## src/rtl/seg_pkg.sv

```systemverilog
// Shared definitions for the 7-segment scan driver family.
package seg_pkg;
  localparam int unsigned SEG_DIGITS_MAX = 8;
  localparam logic [SEG_DIGITS_MAX-1:0] ANODE_OFF = '1;
  typedef logic [3:0] nibble_t;
endpackage

```

## src/rtl/seg_scan_mux.sv

```systemverilog
// Time-multiplexed scan driver for a common-anode 7-segment bank with
// double-buffered value, per-slot dead time, digit mask and leading-zero blanking.
module seg_scan_mux
  import seg_pkg::*;
#(
  parameter int unsigned N_DIGITS    = 8,
  parameter int unsigned REFRESH_DIV = 100000,
  parameter int unsigned DEAD_CYCLES = 16
) (
  input  logic                    clk,
  input  logic                    rst,
  input  logic                    load,
  input  logic [4*N_DIGITS-1:0]   value,
  input  logic [N_DIGITS-1:0]     dp_in,
  input  logic [N_DIGITS-1:0]     en_mask,
  input  logic                    lz_blank,
  output logic [3:0]              bin,
  output logic                    dp_n,
  output logic [N_DIGITS-1:0]     pnp,
  output logic                    frame_done
);

  localparam int unsigned PRE_W = $clog2(REFRESH_DIV);
  localparam int unsigned IDX_W = $clog2(N_DIGITS);
  localparam int unsigned VAL_W = 4 * N_DIGITS;

  logic [PRE_W-1:0]    pre;
  logic [IDX_W-1:0]    idx;
  logic [VAL_W-1:0]    shadow_val;
  logic [N_DIGITS-1:0] shadow_dp;
  logic [VAL_W-1:0]    active_val;
  logic [N_DIGITS-1:0] active_dp;

  logic                slot_end_c;
  logic                frame_end_c;
  nibble_t             nib_c;
  logic                dp_c;
  logic                en_c;
  logic                blank_c;
  logic                show_c;
  logic [N_DIGITS-1:0] sel_c;

  // Current-digit selection and leading-zero blank evaluation
  always_comb begin
    slot_end_c  = (pre == PRE_W'(REFRESH_DIV - 1));
    frame_end_c = slot_end_c && (idx == IDX_W'(N_DIGITS - 1));
    nib_c       = 4'h0;
    dp_c        = 1'b0;
    en_c        = 1'b0;
    sel_c       = '0;
    blank_c     = lz_blank && (idx != '0);
    for (int i = 0; i < int'(N_DIGITS); i++) begin
      if (IDX_W'(i) == idx) begin
        nib_c    = active_val[4*i +: 4];
        dp_c     = active_dp[i];
        en_c     = en_mask[i];
        sel_c[i] = 1'b1;
      end
      // Any nonzero nibble at or above the current digit keeps it visible
      if ((IDX_W'(i) >= idx) && (active_val[4*i +: 4] != 4'h0)) begin
        blank_c = 1'b0;
      end
    end
    show_c = (pre >= PRE_W'(DEAD_CYCLES)) && en_c && !blank_c;
  end

  // Prescaler and digit counter
  always_ff @(posedge clk or posedge rst) begin
    if (rst) begin
      pre <= '0;
      idx <= '0;
    end else if (slot_end_c) begin
      pre <= '0;
      idx <= (idx == IDX_W'(N_DIGITS - 1)) ? '0 : idx + IDX_W'(1);
    end else begin
      pre <= pre + PRE_W'(1);
    end
  end

  // Shadow capture on load; active copy only at the frame boundary
  always_ff @(posedge clk or posedge rst) begin
    if (rst) begin
      shadow_val <= '0;
      shadow_dp  <= '0;
      active_val <= '0;
      active_dp  <= '0;
    end else begin
      if (load) begin
        shadow_val <= value;
        shadow_dp  <= dp_in;
      end
      if (frame_end_c) begin
        active_val <= load ? value : shadow_val;
        active_dp  <= load ? dp_in : shadow_dp;
      end
    end
  end

  // Registered outputs, one cycle behind the state they reflect
  always_ff @(posedge clk or posedge rst) begin
    if (rst) begin
      pnp        <= ANODE_OFF[N_DIGITS-1:0];
      bin        <= 4'h0;
      dp_n       <= 1'b1;
      frame_done <= 1'b0;
    end else begin
      pnp        <= show_c ? ~sel_c : ANODE_OFF[N_DIGITS-1:0];
      bin        <= nib_c;
      dp_n       <= show_c ? ~dp_c : 1'b1;
      frame_done <= frame_end_c;
    end
  end

endmodule

```

## config.mk

```make
export PLATFORM = sky130hd
export DESIGN_NAME = seg_scan_mux
export DESIGN_NICKNAME = d
export VERILOG_FILES = /design/src/rtl/seg_pkg.sv /design/src/rtl/seg_scan_mux.sv
export SDC_FILE = /design/constraint.sdc
export NUM_CORES = 1
export LEC_CHECK = 0
export ABC_AREA = 0
export CORE_MARGIN = 1.5
export CORE_UTILIZATION = 50
export DETAILED_ROUTE_END_ITERATION = 10
export GPL_ROUTABILITY_DRIVEN = 0
export PLACE_DENSITY = 0.73
export SKIP_LAST_GASP = 1
export SLEW_MARGIN = 20
export SYNTH_ARGS = -nofsm -noshare
export SYNTH_HDL_FRONTEND = slang
export SYNTH_SLANG_ARGS = --single-unit
```

## constraint.sdc

```tcl
create_clock -name clk -period 11.8 [get_ports clk]
set_input_delay 3.54 -clock clk [delete_from_list [all_inputs] [get_ports clk]]
set_output_delay 3.54 -clock clk [all_outputs]
set_load 0.05 [all_outputs]
```

=== Word level (Yosys, flattened, before mapping) ===
Cells that the tools add are included.
W data, S select, Z words.

* $lt $le $gt $ge: 9
* Bitwise gates (word level): 2
* Add/sub/neg operators: 2
* Eq/ne operators: 9
* Multiplexer cells: 46
* Reduce and logical (&&, ||, !) cells: 23

{| class="wikitable"
|+ Operators by type and width
! cell !! number
|-
| $mux W1 || 33
|-
| $mux W32 || 1
|-
| $mux W4 || 8
|-
| $reduce_bool A4 Y1 || 8
|-
| $add A17 B1 Y17 const B || 1
|-
| $eq A17 B17 Y1 const B || 1
|-
| $ge A17 B5 Y1 const B || 1
|-
| $mux W17 || 1
|-
| $mux W8 || 2
|-
| $eq A3 B3 Y1 const A || 4
|-
| $ge A3 B3 Y1 const A || 4
|-
| $logic_and A1 B1 Y1 || 12
|-
| $not A8 Y8 || 1
|-
| $eq A2 B3 Y1 const A || 2
|-
| $ge A1 B3 Y1 const A || 2
|-
| $ge A2 B3 Y1 const A || 2
|-
| $add A3 B1 Y3 const B || 1
|-
| $eq A1 B3 Y1 const A || 1
|-
| $eq A3 B3 Y1 const B || 1
|-
| $logic_not A3 Y1 || 1
|-
| $mux W3 || 1
|-
| $reduce_bool A3 Y1 || 1
|-
| $logic_not A1 Y1 || 1
|-
| $not A1 Y1 || 1
|}

* Register bits: 114

=== Depth between registers and ports, before layout ===
Gate-level depths: netlist (run 1).

* Depth after elaboration: 13
* Mapped depth: 10
* Mapped depth without buffers: 7

=== Least setup slack after synthesis (run 1) ===
Ideal clock, no wire load.

* Kind: input -> register
* Start point: input load
* End point: register active_dp[0]
* Path slack: 7.179 ns
* Stages: 3
* Path buffers: 1
* Arrival: 4.496 ns
* Setup time: 0.125 ns
* Path through: buf_1 mux2_2 mux2_4

* Cells in the longest elaborated chain, start to end: 1

{| class="wikitable"
|+ Ends and longest elaborated chain
! element !! line !! text
|-
| start, declared || seg_scan_mux.sv:12 || <nowiki>input logic load,</nowiki>
|-
| $mux W8 || -- ||
|-
| end signal, assigned || seg_scan_mux.sv:94 || <nowiki>active_dp <= load ? dp_in : shadow_dp;</nowiki>
|-
| end, declared || seg_scan_mux.sv:32 || <nowiki>logic [N_DIGITS-1:0] active_dp;</nowiki>
|}

No other way between the ends.
A chain may end at the register's enable or synchronous reset.

=== Worst setup path after layout (run 1) ===
* Start point: register pnp[0]
* End point: output pnp[0]

{| class="wikitable"
|+ RTL lines
! element !! line !! text
|-
| start, declared || seg_scan_mux.sv:19 || <nowiki>output logic [N_DIGITS-1:0] pnp,</nowiki>
|-
| start signal, assigned || seg_scan_mux.sv:102 || <nowiki>pnp <= ANODE_OFF[N_DIGITS-1:0];</nowiki>
|-
| start signal, assigned || seg_scan_mux.sv:107 || <nowiki>pnp <= show_c ? ~sel_c : ANODE_OFF[N_DIGITS-1:0];</nowiki>
|}

No word-level cell between the ends.

==> results of run 1 <==
-- synth_stat cells (2+ instances only) --
cell | number | area (µm²)
a41oi_1 | 2 | 17.5
xor2_1 | 8 | 70.1
buf_1 | 3 | 11.3
ha_1 | 6 | 75.1
o21ai_0 | 13 | 65.1
a31oi_1 | 8 | 50.1
nor4_1 | 10 | 62.6
and3_1 | 4 | 25.0
and2_1 | 2 | 12.5
dfrtp_1 | 105 | 2630
nand2b_1 | 2 | 12.5
o211ai_1 | 2 | 15.0
nor2_1 | 20 | 75.1
buf_6 | 4 | 45.0
dfstp_2 | 9 | 236
clkbuf_1 | 13 | 48.8
a21oi_1 | 5 | 25.0
or4_1 | 2 | 15.0
nor2b_1 | 3 | 18.8
a22o_1 | 3 | 26.3
a211oi_1 | 3 | 22.5
inv_1 | 10 | 37.5
nor3_1 | 6 | 30.0
nand2_1 | 25 | 93.8
a2111oi_0 | 4 | 35.0
mux2_2 | 42 | 473
a2bb2oi_1 | 2 | 17.5
xnor2_1 | 5 | 43.8
nand3_1 | 21 | 105
mux2_4 | 39 | 586
nand4_1 | 4 | 25.0
-- through the flow --
| stage | total power, µW | cell area, µm² |
|---|---|---|
| detailed placement | 502 | 5860 |
| finish | 958 | 6400 |
| global route | 988 | 6400 |
| CTS | 961 | 6400 |
| floorplan | 471 | 5140 |
| global placement | 500 | 5860 |
-- layer usage --
layer  up-vias  wire (µm)
met1      1694       4810
met3        21        560
met5         -          0
met4         0        198
li1       1575          -
met2       131       5250
-- final cells by class --
cell class | instances | area (µm²) | share of cell area (%)
sequential | 114 | 2860 | 44.7
multi-input combinational | 256 | 2130 | 33.3
clock buffer | 22 | 453 | 7.07
timing repair buffer | 67 | 661 | 10.3
tap | 133 | 166 | 2.60
inverter | 11 | 43.8 | 0.684
clock inverter | 10 | 85.1 | 1.33
-- how the worst max path moves through the flow --
| stage | start | endpoint | slack (ns) | cells after the start |
|---|---|---|---|---|
| global placement | rst | shadow_val[5] | 6.54 | 3 |
| finish | pnp[0] | pnp[0] | 6.40 | 1 |
| floorplan | rst | active_dp[0] | 5.26 | 1 |
| CTS | pnp[0] | pnp[0] | 6.39 | 1 |
| detailed placement | rst | shadow_val[5] | 6.52 | 3 |
| global route | pnp[2] | pnp[2] | 6.38 | 1 |
-- placed cells by master (no fill, tap or decap), types with 3 or more instances in the layout --
cell | netlist | final
dfrtp_1 | 105 | 105
clkdlybuf4s50_1 | 0 | 64
mux2_2 | 42 | 42
mux2_4 | 39 | 39
nand2_1 | 25 | 25
nand3_1 | 21 | 21
nor2_1 | 20 | 20
clkbuf_16 | 0 | 16
o21ai_0 | 13 | 13
nor4_1 | 10 | 10
inv_1 | 10 | 9
dfstp_2 | 9 | 9
a31oi_1 | 8 | 8
xor2_1 | 8 | 8
nor3_1 | 6 | 6
ha_1 | 6 | 6
a21oi_1 | 5 | 5
xnor2_1 | 5 | 5
clkinv_2 | 0 | 5
nand4_1 | 4 | 4
a2111oi_0 | 4 | 4
and3_1 | 4 | 4
clkinvlp_4 | 0 | 4
nor2b_1 | 3 | 3
a22o_1 | 3 | 3
a211oi_1 | 3 | 3
clkbuf_8 | 0 | 3
clkbuf_1 | 13 | 3
-- kinds of logic (layout without fill, tap and decap cells) --
family | Yosys count | count (layout) | share of synthesized area, %
compound gates | 51 | 51 | 6.77
xor+xnor | 13 | 13 | 2.22
fa+ha+maj | 6 | 6 | 1.46
buf+inv | 31 | 110 | 2.85
flops | 114 | 114 | 55.7
mux | 82 | 82 | 20.8
simple gates | 104 | 104 | 10.2
-- report_power, final --
group          total (µW)  internal [µW]  switching (µW)
logic                72.3           41.6            30.7
registers             423            413            10.2
clock network         462            288             174
total                 958            742             215
-- flip-flops by register name, summed over array words and instances, names as in the netlist --
register	cells
pre	17
bin	4
pnp	8
idx	3
shadow_dp	8
shadow_val	32
active_val	32
dp_n	1
active_dp	8
frame_done	1
==> impl_results.md, run 1 <==
* Port Buffers at 65
* Status: finished, final reports clean
* Post-CTS Hold Buffers at 0
* Cell Pwr Density at 150 nW/µm²
* Final WL at 10.8 mm
* Tmin final at 5.40 ns
* 1st-pass router iterations at 5
* RSZ-0062 raised after global routing: false
* First-pass GRT wire length at 18.0 mm
* Critical path arrival at 1.86 ns
* Layer with the highest usage: met2
* Cells after Synth at 401
* Num ports at 66
* Leak at 0.00292 µW
* CP Capture Type: primary output
* Hold endpoint: shadow_val[12]
* Hold Path Depth at 1
* Post-Syn Area at 5140 µm²
* Hold path startpoint: shadow_val[12]
* Total grt overflow at 0
* Worst path cell trace: clkdlybuf4s50_1
* Via-per-instance ratio at 5.58
* Placed Cells at 581
* Fillers at 718
* Met2 global-route usage at 33.7%
* Top FF cell, synth: dfrtp_1
* Setup_tns at 0 ns
* Worst reg2reg path depth at 6
* Max Cap Viol at 0
* Final Hold Viols at 0
* Number of global-route vias before repair at 3546
* Async SR Flop Fraction at 100%
* Initial antenna violation count at 0
* Max-slew headroom at 38.3%
* Final nets at 525
* Remaining antenna violation count at 0
* Reg2reg setup slack at 8.66 ns
* R2r startpoint: pre[0]
* Finished Layout Cells at 613
* Starting Density at 52.1%
* Initial DRC Count at 227
* Slowest stage cell, crit path: clkdlybuf4s50_1
* Total clock sinks at 114
* Antenna Cells at 0
* Fin Hold WS at 0.494 ns
* Final period utilization at 45.8%
* Die X at 104 µm
* Synthesized flop and latch total at 114
* Sequential area share after synthesis at 55.7%
* Yosys cell types at 47
* Hold Crit Class: flop to flop
* Row Count at 36
* Highest clock rate at 185 MHz
* Maximum clock insertion buffer count at 2
* Share of cells above drive strength 1 at 26.5%
* Met3 Use GR at 4.32%
* Htree depth at 4
* Chip Height at 104 µm
* Ys Warns at 0
* Max-slew violations at 0
* Routed vias at 3421
* Worst VDD drop at 0.0000947 V
* Worst slew pin tran at 0.926 ns
* WL per Instance at 17.6 µm
* Root buf cell: clkbuf_8
* Clock buffer count from CTS at 17
* EDFF count, synth at 0
* DRC viols at 0
* CP delay by family, top: buffers and inverters
* Slowest stage delay, CP at 0.80 ns
* Met1 Track Usage GR at 28.4%
* Fin Clk Skew at 0.0122 ns
* CTS tree: yes
* Post-Syn Area per Cell at 12.8 µm²
* Buf/Inv on CP at 1
* Worst-path maximum fanout at 1
* Largest net degree at the start of global routing at 67
* HPWL Detailed at 7.10 mm
* Die footprint at 10900 µm²
* Reg2reg end: active_val[18]
* Syn_nets at 459
* Worst-path clk slew at 0.05 ns
* Crit path launch type: flop
* CTS resizes at 0
* Core area at 9860 µm²
* Setup CP Type: flop to primary output
* Worst-skew pair later-pin latency at 0.52 ns
* GRT Total Usage at 21.3%
* Core Util, Final at 64.9%
* Post-CTS setup buffers at 0
* Setup ws final at 6.40 ns
* Setup Viol. Count Final at 0
* Critical path required time at 8.26 ns
* Pre-CTS WS at 6.52 ns
* P&R area growth vs syn at 24.6%
Power figures use the tool's default switching activity.
==> inputs of run 2 (changes only) <==
==> constraint.sdc (replaced) <==
create_clock -name clk -period 5.55 [get_ports clk]
set_input_delay 1.665 -clock clk [delete_from_list [all_inputs] [get_ports clk]]
set_output_delay 1.665 -clock clk [all_outputs]
set_load 0.05 [all_outputs]
==> run 2 against run 1 <==
Non-clock buffer count increased by 1. Largest power group unchanged. Count of clock-buffer cells in the layout decreased by 5. Final area increased by 1.0%. Largest cell class unchanged.
==> impl_results.md, run 2 (synthesized netlist as in run 1, its figures left out) <==
* Critical path required time at 3.88 ns (was 8.26 ns)
* Htree depth at 4 (unchanged)
* DRC viols at 0 (unchanged)
* Worst-path clk slew at 0.06 ns (was 0.05 ns)
* Remaining antenna violation count at 0 (unchanged)
* Initial DRC Count at 197 (was 227)
* Commonest non-fill, non-tap cell in the layout: dfrtp_1 (unchanged)
* WL per Instance at 17.6 µm (about the same)
* Core area at 9860 µm² (unchanged)
* P&R area growth vs syn at 25.8% (was 24.6%)
* First-pass GRT wire length at 18.1 mm (was 18.0 mm)
* Setup_tns at 0 ns (unchanged)
* RSZ-0062 raised after global routing: false (unchanged)
* Clock buffer count from CTS at 17 (unchanged)
* Slowest stage cell, crit path: clkdlybuf4s50_1 (unchanged)
* Crit path launch type: flop (unchanged)
* CP delay by family, top: buffers and inverters (unchanged)
* Setup CP Type: flop to primary output (unchanged)
* Multi-input gate area at 2130 µm² (unchanged)
* Port Buffers at 65 (unchanged)
* Final WL at 10.8 mm (about the same)
* Routed vias at 3480 (was 3421)
* Via-per-instance ratio at 5.67 (was 5.58)
* Final nets at 526 (was 525)
* Max Cap Viol at 0 (unchanged)
* Finished Layout Cells at 614 (was 613)
* Chip Height at 104 µm (unchanged)
* Setup Viol. Count Final at 0 (unchanged)
* Post-CTS setup buffers at 0 (unchanged)
* Critical path arrival at 1.87 ns (was 1.86 ns)
* Worst slew pin tran at 0.954 ns (was 0.926 ns)
* Buf/Inv on CP at 1 (unchanged)
* Worst-skew pair later-pin latency at 0.52 ns (about the same)
* Register area at 2860 µm² (unchanged)
* Fin Clk Skew at 0.0109 ns (was 0.0122 ns)
* HPWL Detailed at 7.03 mm (was 7.10 mm)
* Worst-path maximum fanout at 1 (unchanged)
* Number of global-route vias before repair at 3643 (was 3546)
* Die footprint at 10900 µm² (unchanged)
* Critical Path Start: pnp[1] (was pnp[0])
* Status: finished, final reports clean (unchanged)
* Placed Cells at 582 (was 581)
* Tmin final at 3.53 ns
* Share of cells above drive strength 1 at 27.2% (was 26.5%)
* Die X at 104 µm (unchanged)
* Final period utilization at 63.6%
* Most frequent cells in the layout: dfrtp_1 (105), clkdlybuf4s50_1 (64), mux2_2 (42) (unchanged)
* CTS resizes at 0 (unchanged)
* Root buf cell: clkbuf_8 (unchanged)
* Slowest stage delay, CP at 0.80 ns (about the same)
* Total grt overflow at 0 (unchanged)
* Antenna Cells at 0 (unchanged)
* CP Capture Type: primary output (unchanged)
* Worst path cell trace: clkdlybuf4s50_1 (unchanged)
* Hold Crit Class: flop to flop (unchanged)
* Setup ws final at 2.02 ns (was 6.40 ns)
* Core Util, Final at 65.6% (was 64.9%)
* Max-slew violations at 0 (unchanged)
* Fillers at 733 (was 718)
* Largest net degree at the start of global routing at 63 (was 67)
* CTS tree: yes (unchanged)
* Highest clock rate at 283 MHz
* 1st-pass router iterations at 5 (unchanged)
* Row Count at 36 (unchanged)
* Hold path startpoint: pre[8] (was shadow_val[12])
* Leak at 0.00296 µW (was 0.00292 µW)
* Cell Pwr Density at 330 nW/µm² (was 150 nW/µm²)
* Largest registers: active_val x32, shadow_val x32, pre x17 (unchanged)
* Total clock sinks at 114 (unchanged)
* Num ports at 66 (unchanged)
* Max-slew headroom at 36.3% (was 38.3%)
* Post-CTS Hold Buffers at 0 (unchanged)
* R2r startpoint: pre[0] (unchanged)
* GRT Total Usage at 21.4% (was 21.3%)
* Final Hold Viols at 0 (unchanged)
* Starting Density at 52.1% (unchanged)
* Initial antenna violation count at 0 (unchanged)
* Worst VDD drop at 0.000206 V (was 0.0000947 V)
* Pre-CTS WS at 2.15 ns (was 6.52 ns)
* Maximum clock insertion buffer count at 2 (unchanged)
[run 2: final timing paths]
path	endpoint	slack [ns]	cells past startpoint
max	pnp[1]	2.02	1
min	pre[8]	0.49	1
max reg2reg	active_val[0]	2.40	6
min reg2reg	pre[8]	0.49	1
max in group asynchronous	pnp[6]	3.03	3
min in group asynchronous	frame_done	1.64	2
[run 2: per-layer routing]
metal / wire length (µm) / global-route usage [%]
met1: 4730 / 27.5
met2: 5210 / 33.7
met3: 649 / 6.27
met4: 197 / 9.03
met5: 0 / 0
[run 2: where the power goes]
| part | total (µW) | leakage, µW | switching, µW | internal, µW |
|---|---|---|---|---|
| Sequential | 899 | 0.00141 | 20.8 | 878 |
| Combinational | 155 | 0.00126 | 65.7 | 88.9 |
| Clock | 1080 | 0.000289 | 395 | 687 |
| Total | 2140 | 0.00296 | 482 | 1650 |
[run 2: per-stage QoR]
step	hold slack [ns]	power [µW]	cell area (µm²)
floorplan	0.461	1000	5140
global placement	0.484	1060	5870
detailed placement	0.485	1070	5870
CTS	0.494	2150	6470
global route	0.509	2210	6470
finish	0.494	2140	6470
[run 2: layout make-up]
type | count | share of cell area, %
tap | 133 | 2.57
inverter | 11 | 0.677
clock buffer | 17 | 6.40
clock inverter | 15 | 2.81
timing repair buffer | 68 | 10.3
sequential | 114 | 44.3
multi-input combinational | 256 | 32.9
==> inputs of run 3 (changes only) <==
--- a/config.mk
+++ b/config.mk
@@ -10,7 +10,7 @@
 export CORE_UTILIZATION = 50
 export DETAILED_ROUTE_END_ITERATION = 10
 export GPL_ROUTABILITY_DRIVEN = 0
-export PLACE_DENSITY = 0.73
+export PLACE_DENSITY = 0.76
 export SKIP_LAST_GASP = 1
 export SLEW_MARGIN = 20
 export SYNTH_ARGS = -nofsm -noshare
==> constraint.sdc (replaced) <==
create_clock -name clk -period 3.15 [get_ports clk]
set_input_delay 0.945 -clock clk [delete_from_list [all_inputs] [get_ports clk]]
set_output_delay 0.945 -clock clk [all_outputs]
set_load 0.05 [all_outputs]
==> run 3 against run 2 <==
Global-route usage barely moved. Combinational power rose by 76%. Sequential power rose by 77%. Utilization barely moved. Critical endpoint is now pnp[0].
==> impl_results.md, run 3 (synthesized netlist as in run 1, its figures left out) <==
* Status: finished, final reports clean (unchanged)
* CP Capture Type: primary output (unchanged)
* Highest clock rate at 357 MHz
* Initial antenna violation count at 0 (unchanged)
* Share of cells above drive strength 1 at 27.9% (was 27.2%)
* Setup CP Type: flop to primary output (unchanged)
* CTS tree: yes (unchanged)
* Layer with the highest usage: met2 (unchanged)
* Final period utilization at 89.0%
* Worst slew pin tran at 0.701 ns (was 0.954 ns)
* Total clock sinks at 114 (unchanged)
* Critical Path Start: pnp[0] (was pnp[1])
* Leak at 0.00295 µW (was 0.00296 µW)
* Maximum clock insertion buffer count at 2 (unchanged)
* Total grt overflow at 0 (unchanged)
* Setup Viol. Count Final at 0 (unchanged)
* GRT Total Usage at 21.4% (about the same)
* Max-slew violations at 0 (unchanged)
* Commonest non-fill, non-tap cell in the layout: dfrtp_1 (unchanged)
* Worst-path maximum fanout at 1 (unchanged)
* Hold Path Depth at 1 (unchanged)
* CP delay by family, top: buffers and inverters (unchanged)
* Buf/Inv on CP at 1 (unchanged)
* Die footprint at 10900 µm² (unchanged)
* HPWL Detailed at 7.06 mm (was 7.03 mm)
* DRC viols at 0 (unchanged)
* Chip Height at 104 µm (unchanged)
* Row Count at 36 (unchanged)
* Final Hold Viols at 0 (unchanged)
* Port Buffers at 65 (unchanged)
* Reg2reg setup slack at 0.66 ns (was 2.40 ns)
* Clock buffer count from CTS at 17 (unchanged)
* Max-slew headroom at 52.1% (was 36.3%)
* RSZ-0062 raised after global routing: false (unchanged)
* Worst reg2reg path depth at 6 (unchanged)
* P&R area growth vs syn at 25.8% (about the same)
* Register area at 2860 µm² (unchanged)
* Met2 global-route usage at 32.3% (was 33.7%)
* Critical path required time at 2.20 ns (was 3.88 ns)
* CTS resizes at 0 (unchanged)
* Core Util, Final at 65.5% (was 65.6%)
* Routed vias at 3410 (was 3480)
* Post-CTS Hold Buffers at 0 (unchanged)
* Worst-path clk slew at 0.06 ns (about the same)
* Met1 Track Usage GR at 29.1% (was 27.5%)
* Final nets at 532 (was 526)
* Max Cap Viol at 0 (unchanged)
* Multi-input gate area at 2130 µm² (unchanged)
* Tmin final at 2.80 ns
* 1st-pass router iterations at 5 (unchanged)
* Worst VDD drop at 0.000411 V (was 0.000206 V)
* Htree depth at 4 (unchanged)
* Pre-CTS WS at 0.541 ns (was 2.15 ns)
* Slowest stage delay, CP at 0.80 ns (about the same)
* Core area at 9860 µm² (unchanged)
* Initial DRC Count at 188 (was 197)
* Slowest stage cell, crit path: clkdlybuf4s50_1 (unchanged)
* Setup ws final at 0.347 ns (was 2.02 ns)
* Worst path cell trace: clkdlybuf4s50_1 (unchanged)
* Fin Clk Skew at 0.00743 ns (was 0.0109 ns)
* Via-per-instance ratio at 5.50 (was 5.67)
* WL per Instance at 17.1 µm (was 17.6 µm)
* Worst-skew pair later-pin latency at 0.51 ns (was 0.52 ns)
* Hold Crit Class: flop to flop (unchanged)
* Setup_tns at 0 ns (unchanged)
* Crit path launch type: flop (unchanged)
* Number of global-route vias before repair at 3510 (was 3643)
* Hold path startpoint: shadow_dp[2] (was pre[8])
* Num ports at 66 (unchanged)
* Fillers at 717 (was 733)
* First-pass GRT wire length at 17.9 mm (was 18.1 mm)
* Final WL at 10.6 mm (was 10.8 mm)
* Largest registers: active_val x32, shadow_val x32, pre x17 (unchanged)
* Post-CTS setup buffers at 0 (unchanged)
* Hold endpoint: shadow_dp[2] (was pre[8])
* Most frequent cells in the layout: dfrtp_1 (105), clkdlybuf4s50_1 (64), mux2_2 (42) (unchanged)
* Critical path arrival at 1.86 ns (was 1.87 ns)
* Final Power at 3520 µW (was 2140 µW)
* Cell Pwr Density at 544 nW/µm² (was 330 nW/µm²)
* Reg2reg end: pnp[0] (was active_val[0])
* Remaining antenna violation count at 0 (unchanged)
* R2r startpoint: idx[0] (was pre[0])
* Root buf cell: clkbuf_8 (unchanged)
* Die X at 104 µm (unchanged)
* Met3 Use GR at 5.95% (was 6.27%)
* Starting Density at 52.1% (unchanged)
* Antenna Cells at 0 (unchanged)
* Largest net degree at the start of global routing at 115 (was 63)
[run 3: layout make-up]
type,count,area share (%)
timing repair buffer,74,11.4
clock buffer,19,6.68
clock inverter,13,1.37
sequential,114,44.3
inverter,11,0.697
multi-input combinational,256,32.9
tap,133,2.57
[run 3: worst register-to-register path, stage by stage, from the launching register on]
cell and delay, ns:
dfrtp_1 0.54, inv_1 0.15, ha_1 0.44, or4_1 0.59, nor4_1 0.41, a2111oi_1 0.20, nand2_1 0.10
[run 3: how the worst max path moves through the flow]
stage / to / slack, ns / depth (start not counted)
floorplan: active_dp[0] / 0.83 / 1
global placement: pnp[0] / 0.58 / 6
detailed placement: pnp[2] / 0.54 / 6
CTS: pnp[0] / 0.32 / 1
global route: pnp[2] / 0.31 / 1
finish: pnp[0] / 0.35 / 1
[run 3: power by group]
group	internal, µW	switching (µW)	leakage, µW
Sequential	1550	37.5	0.00141
Clock	981	678	0.000246
Combinational	160	114	0.00130
Total	2690	829	0.00295
[run 3: routing by layer]
layer  part of all wire [%]  vias to the layer above
li1                       -                     1586
met1                     45                     1692
met2                     47                      116
met3                    5.8                       16
met4                    1.4                        0
met5                      0                        -
[run 3: per-stage QoR]
stage	hold WS [ns]	instance area [µm²]	std cells
after floorplan	0.461	5140	401
after detailed placement	0.485	5940	588
after global routing	0.506	6460	620
after global placement	0.482	5940	588
final	0.497	6460	620
after CTS	0.499	6460	620
